`config.mk`:
```
export PLATFORM = sky130hd
export DESIGN_NAME = stage_controller_flat
export DESIGN_NICKNAME = d
export VERILOG_FILES = /design/src/rtl/stage_controller_pkg.sv /design/src/rtl/stage_controller_if.sv /design/src/rtl/stage_controller_frame_tick_gen.sv /design/src/rtl/stage_controller.sv /design/src/flat_wrapper.sv
export SDC_FILE = /design/constraint.sdc
export NUM_CORES = 1
export LEC_CHECK = 0
export BUFFER_PORTS_ARGS = -buffer_cell sky130_fd_sc_hd__buf_2
export CAP_MARGIN = 15
export CORE_ASPECT_RATIO = 2
export CORE_UTILIZATION = 57
export CTS_BUF_LIST = sky130_fd_sc_hd__clkbuf_4
export CTS_CLUSTER_DIAMETER = 120
export DETAILED_ROUTE_END_ITERATION = 10
export HOLD_SLACK_MARGIN = 0.06
export PLACE_DENSITY = 0.9
export SYNTH_ARGS = -nofsm -noshare
export SYNTH_HDL_FRONTEND = slang
export SYNTH_HIERARCHICAL = 1
export SYNTH_SLANG_ARGS = --single-unit
```
`constraint.sdc`:
```
create_clock -name Clk -period 2.32 [get_ports Clk]
set_input_delay 0.232 -clock Clk [delete_from_list [all_inputs] [get_ports Clk]]
set_output_delay 0.232 -clock Clk [all_outputs]
set_load 0.05 [all_outputs]
```
`src/rtl/stage_controller_pkg.sv`:
```
// Shared stage encodings and keycodes for the game sequencer, its colour mapper
// wrapper and the bench.
package stage_controller_pkg;

    typedef logic [2:0] stage_t;

    localparam stage_t S_START = 3'd0;
    localparam stage_t S_COUNT = 3'd1;
    localparam stage_t S_GAME  = 3'd2;
    localparam stage_t S_WIN   = 3'd3;
    localparam stage_t S_LOSE  = 3'd4;

    localparam logic [7:0] KEY_ENTER = 8'h28;

    function automatic logic [7:0] sat8(input int unsigned v);
        return (v > 32'd255) ? 8'hFF : v[7:0];
    endfunction

endpackage

```
`src/rtl/stage_controller_if.sv`:
```
// Bundle between keyboard/health logic, the stage controller and color_mapper.
interface stage_controller_if #(
    parameter int unsigned HP_W = 4
) ();

    logic            frame_clk;
    logic [7:0]      keycode;
    logic [HP_W-1:0] p1_hp;
    logic [HP_W-1:0] p2_hp;
    logic            start_l;
    logic            game_l;
    logic            win_l;
    logic            lose_l;
    logic            freeze;
    logic            round_rst;
    logic [7:0]      count_val;

    modport master (
        output frame_clk, keycode, p1_hp, p2_hp,
        input  start_l, game_l, win_l, lose_l, freeze, round_rst, count_val
    );

    modport slave (
        input  frame_clk, keycode, p1_hp, p2_hp,
        output start_l, game_l, win_l, lose_l, freeze, round_rst, count_val
    );

endinterface

```
`src/rtl/stage_controller_frame_tick_gen.sv`:
```
// Brings the vsync-derived frame signal into the Clk domain and emits one
// registered Clk pulse per rising edge.
module stage_controller_frame_tick_gen (
    input  logic Clk,
    input  logic Reset_n,
    input  logic frame_clk_i,
    output logic tick_o
);

    logic sync1_q, sync2_q, prev_q, tick_q;

    always_ff @(posedge Clk or negedge Reset_n) begin
        if (!Reset_n) begin
            sync1_q <= 1'b0;
            sync2_q <= 1'b0;
            prev_q  <= 1'b0;
            tick_q  <= 1'b0;
        end else begin
            sync1_q <= frame_clk_i;
            sync2_q <= sync1_q;
            prev_q  <= sync2_q;
            tick_q  <= sync2_q & ~prev_q;
        end
    end

    assign tick_o = tick_q;

endmodule

```
`src/rtl/stage_controller.sv`:
```
// Game sequencer: start -> countdown -> fight -> win/lose -> start, with
// registered one-hot stage flags, motion freeze and a one-Clk round reset.
module stage_controller
    import stage_controller_pkg::*;
#(
    parameter int unsigned HP_W         = 4,
    parameter int unsigned COUNT_FRAMES = 180,
    parameter int unsigned HOLD_FRAMES  = 120,
    parameter logic [7:0]  KEY_START    = KEY_ENTER
) (
    input  logic Clk,
    input  logic Reset_n,
    stage_controller_if.slave ctrl_io
);

    localparam int unsigned CNT_MAX = (COUNT_FRAMES > HOLD_FRAMES) ? COUNT_FRAMES : HOLD_FRAMES;
    localparam int unsigned CNT_W   = $clog2(CNT_MAX + 1);

    stage_t           state_q, state_d;
    logic [CNT_W-1:0] cnt_q, cnt_d;
    logic             enter_q;
    logic             tick, press, p1_dead, p2_dead;
    logic             start_q, game_q, win_q, lose_q, freeze_q, round_rst_q;
    logic [7:0]       count_val_q;

    stage_controller_frame_tick_gen u_tick (
        .Clk        (Clk),
        .Reset_n    (Reset_n),
        .frame_clk_i(ctrl_io.frame_clk),
        .tick_o     (tick)
    );

    // Holding Enter counts once: only the first Clk of a hold is a press.
    assign press   = (ctrl_io.keycode == KEY_START) && !enter_q;
    assign p1_dead = (ctrl_io.p1_hp == {HP_W{1'b0}});
    assign p2_dead = (ctrl_io.p2_hp == {HP_W{1'b0}});

    always_comb begin
        state_d = state_q;
        cnt_d   = cnt_q;
        case (state_q)
            S_START: begin
                if (press) begin
                    state_d = S_COUNT;
                    cnt_d   = CNT_W'(COUNT_FRAMES);
                end
            end
            S_COUNT: begin
                if (tick) begin
                    if (cnt_q == CNT_W'(1)) begin
                        state_d = S_GAME;
                        cnt_d   = CNT_W'(HOLD_FRAMES);
                    end else begin
                        cnt_d = cnt_q - CNT_W'(1);
                    end
                end
            end
            S_GAME: begin
                if (p1_dead) begin
                    state_d = S_LOSE;
                    cnt_d   = CNT_W'(HOLD_FRAMES);
                end else if (p2_dead) begin
                    state_d = S_WIN;
                    cnt_d   = CNT_W'(HOLD_FRAMES);
                end
            end
            S_WIN, S_LOSE: begin
                // A press during the hold window is dropped, not remembered.
                if (press && (cnt_q == '0)) begin
                    state_d = S_START;
                    cnt_d   = '0;
                end else if (tick && (cnt_q != '0)) begin
                    cnt_d = cnt_q - CNT_W'(1);
                end
            end
            default: begin
                state_d = S_START;
                cnt_d   = '0;
            end
        endcase
    end

    always_ff @(posedge Clk or negedge Reset_n) begin
        if (!Reset_n) begin
            state_q     <= S_START;
            cnt_q       <= '0;
            enter_q     <= 1'b0;
            start_q     <= 1'b1;
            game_q      <= 1'b0;
            win_q       <= 1'b0;
            lose_q      <= 1'b0;
            freeze_q    <= 1'b1;
            round_rst_q <= 1'b0;
            count_val_q <= 8'h00;
        end else begin
            state_q     <= state_d;
            cnt_q       <= cnt_d;
            enter_q     <= (ctrl_io.keycode == KEY_START);
            start_q     <= (state_d == S_START);
            game_q      <= (state_d == S_COUNT) || (state_d == S_GAME);
            win_q       <= (state_d == S_WIN);
            lose_q      <= (state_d == S_LOSE);
            freeze_q    <= (state_d != S_GAME);
            round_rst_q <= (state_q == S_START) && (state_d == S_COUNT);
            count_val_q <= (state_d == S_COUNT) ? sat8(32'(cnt_d)) : 8'h00;
        end
    end

    assign ctrl_io.start_l   = start_q;
    assign ctrl_io.game_l    = game_q;
    assign ctrl_io.win_l     = win_q;
    assign ctrl_io.lose_l    = lose_q;
    assign ctrl_io.freeze    = freeze_q;
    assign ctrl_io.round_rst = round_rst_q;
    assign ctrl_io.count_val = count_val_q;

endmodule
```
`src/flat_wrapper.sv`:
```
// flat-port wrapper written by rule: the top's interface ports become plain ports
module stage_controller_flat import stage_controller_pkg::*;
#(
    parameter int unsigned HP_W         = 4,
    parameter int unsigned COUNT_FRAMES = 180,
    parameter int unsigned HOLD_FRAMES  = 120,
    parameter logic [7:0]  KEY_START    = KEY_ENTER
)
  (Clk, Reset_n, ctrl_io_frame_clk, ctrl_io_keycode, ctrl_io_p1_hp, ctrl_io_p2_hp, ctrl_io_start_l, ctrl_io_game_l, ctrl_io_win_l, ctrl_io_lose_l, ctrl_io_freeze, ctrl_io_round_rst, ctrl_io_count_val);
  stage_controller_if #(.HP_W(HP_W)) ctrl_io_i ();
  input  logic Clk;
  input  logic Reset_n;
  input wire logic [$bits(ctrl_io_i.frame_clk)-1:0] ctrl_io_frame_clk;
  input wire logic [$bits(ctrl_io_i.keycode)-1:0] ctrl_io_keycode;
  input wire logic [$bits(ctrl_io_i.p1_hp)-1:0] ctrl_io_p1_hp;
  input wire logic [$bits(ctrl_io_i.p2_hp)-1:0] ctrl_io_p2_hp;
  output wire logic [$bits(ctrl_io_i.start_l)-1:0] ctrl_io_start_l;
  output wire logic [$bits(ctrl_io_i.game_l)-1:0] ctrl_io_game_l;
  output wire logic [$bits(ctrl_io_i.win_l)-1:0] ctrl_io_win_l;
  output wire logic [$bits(ctrl_io_i.lose_l)-1:0] ctrl_io_lose_l;
  output wire logic [$bits(ctrl_io_i.freeze)-1:0] ctrl_io_freeze;
  output wire logic [$bits(ctrl_io_i.round_rst)-1:0] ctrl_io_round_rst;
  output wire logic [$bits(ctrl_io_i.count_val)-1:0] ctrl_io_count_val;
  assign ctrl_io_i.frame_clk = ctrl_io_frame_clk;
  assign ctrl_io_i.keycode = ctrl_io_keycode;
  assign ctrl_io_i.p1_hp = ctrl_io_p1_hp;
  assign ctrl_io_i.p2_hp = ctrl_io_p2_hp;
  assign ctrl_io_start_l = ctrl_io_i.start_l;
  assign ctrl_io_game_l = ctrl_io_i.game_l;
  assign ctrl_io_win_l = ctrl_io_i.win_l;
  assign ctrl_io_lose_l = ctrl_io_i.lose_l;
  assign ctrl_io_freeze = ctrl_io_i.freeze;
  assign ctrl_io_round_rst = ctrl_io_i.round_rst;
  assign ctrl_io_count_val = ctrl_io_i.count_val;
  stage_controller #(.HP_W(HP_W), .COUNT_FRAMES(COUNT_FRAMES), .HOLD_FRAMES(HOLD_FRAMES), .KEY_START(KEY_START)) u_core (.Clk(Clk), .Reset_n(Reset_n), .ctrl_io(ctrl_io_i));
endmodule
```
==> flow_summary_export.csv, run 1 <==
group,metric,value,unit
status,status,"finished, final reports clean",
detailed_routing,drtPass1Iterations,4,
logic_synthesis,ys_async_sr_fraction,100,%
detailed_routing,wl,4340,µm
detailed_routing,drc,0,
timing,final-setup-viol-count,0,
logic_synthesis,yosysTopAreaCellShare,41.8,%
timing,rsz0062_at_grt,"false",
place,place_ws,0.264,ns
cts,root_buffer,"clkbuf_4",
cts,cts_sinks,30,
place,place_area,0.00188,mm²
pwr,swShare,46.8,%
pwr,power,2.22,mW
setup_path,r2r_setup_slack,0.23,ns
layout,layoutNonFillerInstCount,238,
cts,clk_latency,0.34,ns
setup_path,critPathLaunchType,"register",
global_route,grt.overflow.total,0,
logic_synthesis,syn_nets,191,
timing,hold_viol_final,0,
place,port_buffers,32,
die,io_pins,33,
pwr,p_seq_share,35.7,%
worst_hold_path,min-delay-start,"ctrl_io_keycode[2]",
timing,worstMarginPinSlew,0.643,ns
pwr,peakVddDrop,0.646,mV
cts,cts_tree,"done",
timing,fin_worst_hold_slack,0.222,ns
setup_path,reg2reg_from,"u_core/cnt_q[1]",
logic_synthesis,synthMostInstantiatedCell,"dfrtp_1",
logic_synthesis,synth-edff-count,0,
timing,setup_ws,0.230,ns
global_route,grt_max_degree,31,
detailed_routing,drt_iter0_drc,63,
cts,htreeDepth,2,
setup_path,reg2regPathDepth,8,
layout,drive_gt1_share,29.7,%
layout,design_area,0.00195,mm²
pwr,p_leak,0.935,nW
detailed_routing,vias,1521,
setup_path,cp.required,2.53,ns
timing,skew,0.0126,ns
pwr,clkPwrFrac,13.4,%
pwr,power_switching,1.04,mW
pwr,power_density,1140,mW/mm²
logic_synthesis,ys_ff_latch,30,
layout,post-route-util,70.4,%
global_route,track_usage,31.3,%
setup_path,cp_max_fo,5,
logic_synthesis,ys_seq_area_share,44.9,%
cts,cts_inserted_buffers,5,
run,cap_violations,0,
cts,clk_pin_slew_worst_paths,0.10,ns
place,dp_hpwl,3290,µm
timing,fin_crit,2.09,ns
timing,slew_headroom,57.1,%
logic_synthesis,synthTopCellsByCount,"dfrtp_1, nor2_1, a21oi_1",
layout,synthToLayoutAreaGrowth,16.3,%
logic_synthesis,synthesis.area,0.00168,mm²
layout,final_nets,229,
detailed_routing,postRouteAntennaNets,0,
setup_path,end_kind,"register",
worst_hold_path,min_to,"u_core/enter_q",
logic_synthesis,yosys_warnings,6,
place,place_congestion,0.905,
setup_path,crit_arrival,2.30,ns
worst_hold_path,hold_class,"in2reg",
global_route,antenna_found_initial,0,
timing,fin_tns_setup,0,ns
place,dp_cells,228,
setup_path,crit_type,"reg2reg",
die,initial_utilization,60.5,%
logic_synthesis,synth_top_cell_by_area,"dfrtp_1",
setup_path,r2r_end,"u_core/ctrl_io.count_val[3]",
layout,insertedDiodeCount,0,
global_route,grt_pass1_wl,6830,µm
die,num_rows,27,
pwr,combPwrFrac,50.8,%
timing,fmaxAchievable,478,MHz
timing,fin_crit_sh,90.1,%
global_route,grt_pass1_vias,1532,
pwr,p_int,1.18,mW
logic_synthesis,synth_cell_types,59,
detailed_routing,vias_per_cell,6.39,
cts,clk_path_buf_depth,2,
logic_synthesis,dominantRegCellSynth,"dfrtp_1",
die,die_h,78.7,µm
die,fp.dieW,40.4,µm
timing,slew_violations,0,
logic_synthesis,syn-instance-count,170,
detailed_routing,wl_per_cell,18.3,µm
die,core,0.00277,mm²
logic_synthesis,syn_avg_cell_area,9.86,µm²
worst_hold_path,whs_path_depth,3,
logic_synthesis,synth.area.top_cells,"dfrtp_1, a21oi_1, dfstp_2, nor2_1, nor3_1",
die,die_area,0.00318,mm²
==> worst max-delay path: stages, from the launching register on <==
cell      delay (ns)
dfrtp_1         0.39
inv_1           0.08
ha_1            0.21
nor3b_1         0.21
buf_4           0.16
and2_1          0.24
a311oi_1        0.13
o32ai_1         0.40
a21oi_1         0.13
==> area by class of cell <==
type	instances	area, µm²
Clock buffer	6	45.0
Fill cell	232	820
Tap cell	29	36.3
Sequential cell	30	753
Timing Repair Buffer	39	218
Clock inverter	2	8.76
Multi-Input combinational cell	127	871
Inverter	5	18.8
==> routing by layer <==
metal | vias to the layer above | wire length (µm) | global-route usage (%) | part of all wire (%)
li1 | 703 | - | - | -
met2 | 72 | 2400 | 51.9 | 55
met1 | 727 | 1480 | 30.7 | 34
met3 | 19 | 257 | 8.38 | 5.9
met4 | 0 | 206 | 21.3 | 4.7
met5 | - | 0 | 0 | 0
==> power by group through the flow <==
stage | Combinational [mW] | Sequential (mW) | Clock [mW]
3_5_place_dp | 1.09 | 0.796 | 0
2_1_floorplan | 0.706 | 0.871 | 0
6_report | 1.13 | 0.793 | 0.298
5_1_grt | 1.21 | 0.808 | 0.330
4_1_cts | 1.11 | 0.787 | 0.306
3_3_place_gp | 1.09 | 0.793 | 0
==> repair_timing <==
action / 4_1_cts / 5_1_grt
buffers inserted: 0 / 0
setup endpoints to repair: 0 / 0
gates resized for setup: 0 / 0
hold buffers: 2 / 0
endpoints found under the hold margin: 29 / 0
==> worst max path at each step <==
stage	startpoint	end	slack [ns]	cells past startpoint
floorplan	u_core/cnt_q[1]	u_core/ctrl_io.count_val[7]	0.27	7
global placement	u_core/cnt_q[5]	u_core/ctrl_io.count_val[3]	0.30	5
detailed placement	u_core/cnt_q[1]	u_core/ctrl_io.count_val[3]	0.26	8
CTS	u_core/cnt_q[1]	u_core/ctrl_io.count_val[3]	0.24	8
global route	u_core/cnt_q[0]	u_core/ctrl_io.count_val[3]	0.06	8
finish	u_core/cnt_q[1]	u_core/ctrl_io.count_val[3]	0.23	8
==> cells by family (layout without fill, tap and decap cells) <==
logic type | count (synthesis) | after routing | share of synthesized area (%)
compound gates | 45 | 45 | 18.7
xor+xnor | 4 | 4 | 2.09
fa+ha+maj | 2 | 2 | 1.49
buf+inv | 13 | 52 | 3.13
flops | 30 | 30 | 44.9
mux | 2 | 2 | 1.19
simple gates | 74 | 74 | 28.5
==> cell usage in the layout (no fill, tap or decap), types with 3 or more instances in the layout <==
cell type | synthesis | routed
a21oi_1 | 11 | 11
buf_2 | 3 | 32
o21ai_1 | 6 | 6
inv_1 | 4 | 4
nor4_1 | 3 | 3
nor2b_1 | 5 | 5
buf_4 | 0 | 5
nor2_1 | 14 | 14
clkbuf_4 | 0 | 6
nand2_1 | 10 | 10
nor3b_1 | 4 | 4
nor3_1 | 10 | 10
a31oi_1 | 4 | 4
dfrtp_1 | 28 | 28
and3_1 | 3 | 3
nand3_1 | 5 | 5
Power figures use the tool's default switching activity.
==> run 2: changes to the inputs <==
Settings changed: PLACE_DENSITY 0.9 to 0.82.
==> run 2 against run 1 <==
Effect of this change: sequential cell count unchanged; non-clock buffer count down 1; sequential power about the same.
==> flow_summary_export.csv, run 2 (synthesis results as in run 1) <==
group,metric,value,unit
status,status,"finished, final reports clean",
detailed_routing,met1Wirelength,1490,µm
setup_path,r2r_setup_slack,0.11,ns
detailed_routing,wl_per_cell,17.6,µm
layout,layoutNonFillerInstCount,237,
global_route,grt.overflow.total,0,
timing,fin_crit_sh,95.1,%
detailed_routing,postRouteAntennaNets,0,
setup_path,cp.required,2.52,ns
place,port_buffers,32,
worst_hold_path,min-delay-start,"ctrl_io_keycode[2]",
setup_path,crit_arrival,2.41,ns
layout,seq_area,753,µm²
pwr,p_int,1.18,mW
layout,mostFrequentLayoutCells,"buf_2, dfrtp_1, nor2_1",
detailed_routing,topRoutingLayerUsed,"met4",
layout,synthToLayoutAreaGrowth,16.3,%
pwr,peakVddDrop,0.635,mV
pwr,p_seq_share,36.0,%
timing,fin_tns_setup,0,ns
detailed_routing,met2RoutedLength,2220,µm
die,num_rows,27,
timing,setup_ws,0.113,ns
global_route,track_usage,29.4,%
setup_path,reg2reg_from,"u_core/cnt_q[1]",
cts,root_buffer,"clkbuf_4",
timing,final-setup-viol-count,0,
cts,htreeDepth,2,
place,dp_hpwl,3130,µm
timing,hold_viol_final,0,
detailed_routing,drc,0,
layout,drive_gt1_share,29.8,%
detailed_routing,vias_per_cell,6.30,
place,place_ws,0.157,ns
cts,cts_tree,"done",
cts,clk_pin_slew_worst_paths,0.09,ns
worst_hold_path,whs_path_depth,3,
global_route,grt_pass1_vias,1418,
global_route,grt_max_degree,31,
cts,cts_inserted_buffers,5,
timing,worstMarginPinSlew,0.664,ns
layout,design_area,0.00195,mm²
worst_hold_path,hold_class,"in2reg",
setup_path,crit_type,"reg2reg",
worst_hold_path,min_to,"u_core/enter_q",
die,core,0.00277,mm²
global_route,antenna_found_initial,0,
pwr,p_leak,0.932,nW
timing,skew,0.00901,ns
timing,rsz0062_at_grt,"false",
cts,clk_latency,0.32,ns
detailed_routing,vias,1494,
setup_path,reg2regPathDepth,8,
layout,final_nets,228,
layout,nFillCells,239,
die,die_h,78.7,µm
layout,layout_commonest_cell,"buf_2",
timing,slew_headroom,55.7,%
die,fp.dieW,40.4,µm
layout,insertedDiodeCount,0,
place,place_congestion,0.935,
setup_path,cp_max_fo,6,
place,dp_cells,227,
cts,cts_sinks,30,
cts,clk_path_buf_depth,2,
pwr,swShare,46.7,%
setup_path,r2r_end,"u_core/ctrl_io.count_val[7]",
run,cap_violations,0,
die,io_pins,33,
pwr,power_density,1130,mW/mm²
place,place_area,0.00187,mm²
detailed_routing,drtPass1Iterations,5,
detailed_routing,drt_iter0_drc,72,
timing,fmaxAchievable,453,MHz
timing,slew_violations,0,
die,die_area,0.00318,mm²
detailed_routing,wl,4180,µm
die,initial_utilization,60.5,%
timing,fin_crit,2.21,ns
pwr,combPwrFrac,50.6,%
layout,multi_input_area,878,µm²
setup_path,critPathLaunchType,"register",
pwr,clkPwrFrac,13.4,%
pwr,power_switching,1.03,mW
global_route,grt_pass1_wl,6450,µm
detailed_routing,met3_wirelength,227,µm
setup_path,end_kind,"register",
==> run 2: what timing repair did <==
item	CTS	global route
hold buffers	2	0
buffers inserted	0	0
setup endpoints to repair	0	2
gates resized for setup	0	1
endpoints found under the hold margin	29	0
==> run 2: worst max-delay path: stages, from the launching register on <==
cell and delay [ns]:
dfrtp_1 0.39, inv_1 0.17, ha_1 0.25, nor3b_1 0.22, buf_4 0.17, o2bb2ai_1 0.19, a22oi_1 0.18, a2111oi_2 0.41
nor3_1 0.10
==> run 2: per-stage QoR <==
step                      util (%)  power, mW  hold WS, ns
after floorplan                  -       1.58      -0.0636
after global placement        67.5       1.86        0.280
after detailed placement      67.5       1.87        0.296
after CTS                     70.1       2.18        0.231
after global routing          70.4       2.33        0.234
final                         70.4       2.20        0.240
==> run 2: layout make-up <==
type / count / share of cell area, %
multi-input combinational: 127 / 45.0
sequential: 30 / 38.6
timing repair buffer: 38 / 10.8
clock buffer: 6 / 2.31
tap: 29 / 1.86
inverter: 5 / 0.962
clock inverter: 2 / 0.449
==> run 2: how the worst max path moves through the flow <==
stage	from	end
3_5_place_dp	u_core/cnt_q[1]	u_core/ctrl_io.count_val[7]
6_report	u_core/cnt_q[1]	u_core/ctrl_io.count_val[7]
2_1_floorplan	u_core/cnt_q[1]	u_core/ctrl_io.count_val[7]
4_1_cts	u_core/cnt_q[1]	u_core/ctrl_io.count_val[7]
5_1_grt	u_core/cnt_q[1]	u_core/cnt_q[7]
3_3_place_gp	u_core/cnt_q[1]	u_core/ctrl_io.count_val[3]
==> run 2: metal layers <==
layer | up-vias | track usage [%]
li1 | 702 | -
met1 | 706 | 30.5
met2 | 66 | 49.0
met3 | 20 | 6.15
met4 | 0 | 18.3
met5 | - | 0
==> run 2: power by group through the flow <==
stage | clock network (mW) | logic, mW | registers [mW]
floorplan | 0 | 0.706 | 0.871
global placement | 0 | 1.07 | 0.792
detailed placement | 0 | 1.08 | 0.792
CTS | 0.305 | 1.09 | 0.784
global route | 0.326 | 1.20 | 0.807
finish | 0.295 | 1.12 | 0.794
==> run 3: changes to the inputs <==
Settings changed: PLACE_DENSITY 0.82 to 0.84.
==> run 3 against run 2 <==
Effect of this change: final cell count is the same; worst setup slack gained 0.039 ns; non-clock buffer count is the same.
==> flow_summary_export.csv, run 3 (synthesis results as in run 1) <==
group,metric,value,unit
detailed_routing,vias_per_cell,6.41,
layout,multi_input_area,871,µm²
cts,cts_inserted_buffers,5,
place,dp_hpwl,3240,µm
global_route,grt_pass1_vias,1562,
die,die_area,0.00318,mm²
die,io_pins,33,
timing,fin_crit_sh,93.5,%
layout,nFillCells,235,
worst_hold_path,hold_class,"in2reg",
timing,skew,0.0121,ns
detailed_routing,postRouteAntennaNets,0,
setup_path,cp_max_fo,6,
detailed_routing,wl,4240,µm
die,die_h,78.7,µm
die,fp.dieW,40.4,µm
worst_hold_path,min-delay-start,"ctrl_io_keycode[0]",
pwr,power_density,1170,mW/mm²
layout,layout_commonest_cell,"buf_2",
place,place_congestion,0.937,
setup_path,crit_type,"reg2reg",
detailed_routing,drtPass1Iterations,4,
timing,hold_viol_final,0,
global_route,track_usage,31.2,%
detailed_routing,wl_per_cell,17.9,µm
cts,clk_latency,0.33,ns
setup_path,cp.required,2.52,ns
timing,fin_tns_setup,0,ns
cts,post_cts_buffers,0,
timing,rsz0062_at_grt,"false",
global_route,grt_pass1_wl,6730,µm
timing,slew_violations,0,
global_route,grt_max_degree,31,
pwr,p_leak,0.940,nW
timing,final-setup-viol-count,0,
setup_path,crit_arrival,2.37,ns
global_route,antenna_found_initial,0,
die,num_rows,27,
detailed_routing,drt_iter0_drc,54,
timing,worstMarginPinSlew,0.658,ns
die,core,0.00277,mm²
setup_path,reg2reg_from,"u_core/cnt_q[1]",
status,status,"finished, final reports clean",
layout,synthToLayoutAreaGrowth,17.4,%
cts,cts_sinks,30,
detailed_routing,drc,0,
cts,clk_path_buf_depth,2,
timing,slew_headroom,56.2,%
cts,root_buffer,"clkbuf_4",
layout,mostFrequentLayoutCells,"buf_2, dfrtp_1, nor2_1",
timing,fin_worst_hold_slack,0.235,ns
detailed_routing,vias,1520,
timing,fmaxAchievable,461,MHz
setup_path,end_kind,"register",
place,port_buffers,32,
setup_path,critPathLaunch,"u_core/cnt_q[1]",
global_route,grt.overflow.total,0,
layout,drive_gt1_share,29.3,%
cts,htreeDepth,2,
die,initial_utilization,60.5,%
layout,insertedDiodeCount,0,
run,cap_violations,0,
layout,final_nets,228,
pwr,peakVddDrop,0.840,mV
layout,seq_area,753,µm²
timing,fin_crit,2.17,ns
cts,cts_tree,"done",
setup_path,critPathLaunchType,"register",
cts,clk_pin_slew_worst_paths,0.08,ns
pwr,power,2.30,mW
## run 3: final timing paths
path / slack (ns) / end / depth (start not counted)
min reg2reg: 0.37 / u_core/u_tick/sync2_q / 0
max in group asynchronous: 1.43 / u_core/ctrl_io.count_val[5] / 2
max reg2reg: 0.15 / u_core/ctrl_io.count_val[3] / 8
max: 0.15 / u_core/ctrl_io.count_val[3] / 8
min in group asynchronous: 0.46 / u_core/ctrl_io.count_val[0] / 2
min: 0.24 / u_core/enter_q / 3
## run 3: worst max-delay path, stage by stage, from the launching register on
cell	delay [ns]
dfrtp_1	0.41
inv_1	0.15
ha_1	0.24
nor3b_1	0.21
buf_4	0.16
and2_1	0.22
a311oi_1	0.13
o32ai_1	0.40
a21oi_1	0.12
## run 3: where the power goes
group          switching, mW  internal, mW
clock network          0.168         0.236
logic                  0.689         0.409
registers              0.158         0.638
total                   1.01          1.28
## run 3: timing repair
item                                   in CTS  in global routing
resized for setup                           0                  0
hold buffers                                2                  0
endpoints found under the hold margin      29                  0
## run 3: routing by layer
| metal | wire [µm] | track usage (%) | vias to the layer above |
|---|---|---|---|
| li1 | - | - | 704 |
| met1 | 1480 | 30.7 | 736 |
| met2 | 2310 | 51.6 | 59 |
| met3 | 204 | 6.15 | 21 |
| met4 | 252 | 24.0 | 0 |
| met5 | 0 | 0 | - |
## run 3: cell type report
class                   count  share of cell area, %
clock buffers               6                   2.29
well taps                  29                   1.84
flip-flops and latches     30                   38.3
repair buffers             38                   10.7
clock inverters             2                   1.72
multi-input cells         127                   44.2
inverters                   5                  0.954
## run 3: through the flow
| stage | cell area [µm²] | utilization, % | cells | worst slack, ns |
|---|---|---|---|---|
| 2_1_floorplan | 1680 | - | 170 | 0.266 |
| 3_3_place_gp | 1870 | 67.5 | 227 | 0.251 |
| 3_5_place_dp | 1870 | 67.5 | 227 | 0.186 |
| 4_1_cts | 1970 | 71.0 | 237 | 0.174 |
| 5_1_grt | 1970 | 71.0 | 237 | 0.0272 |
| 6_report | 1970 | 71.0 | 237 | 0.151 |
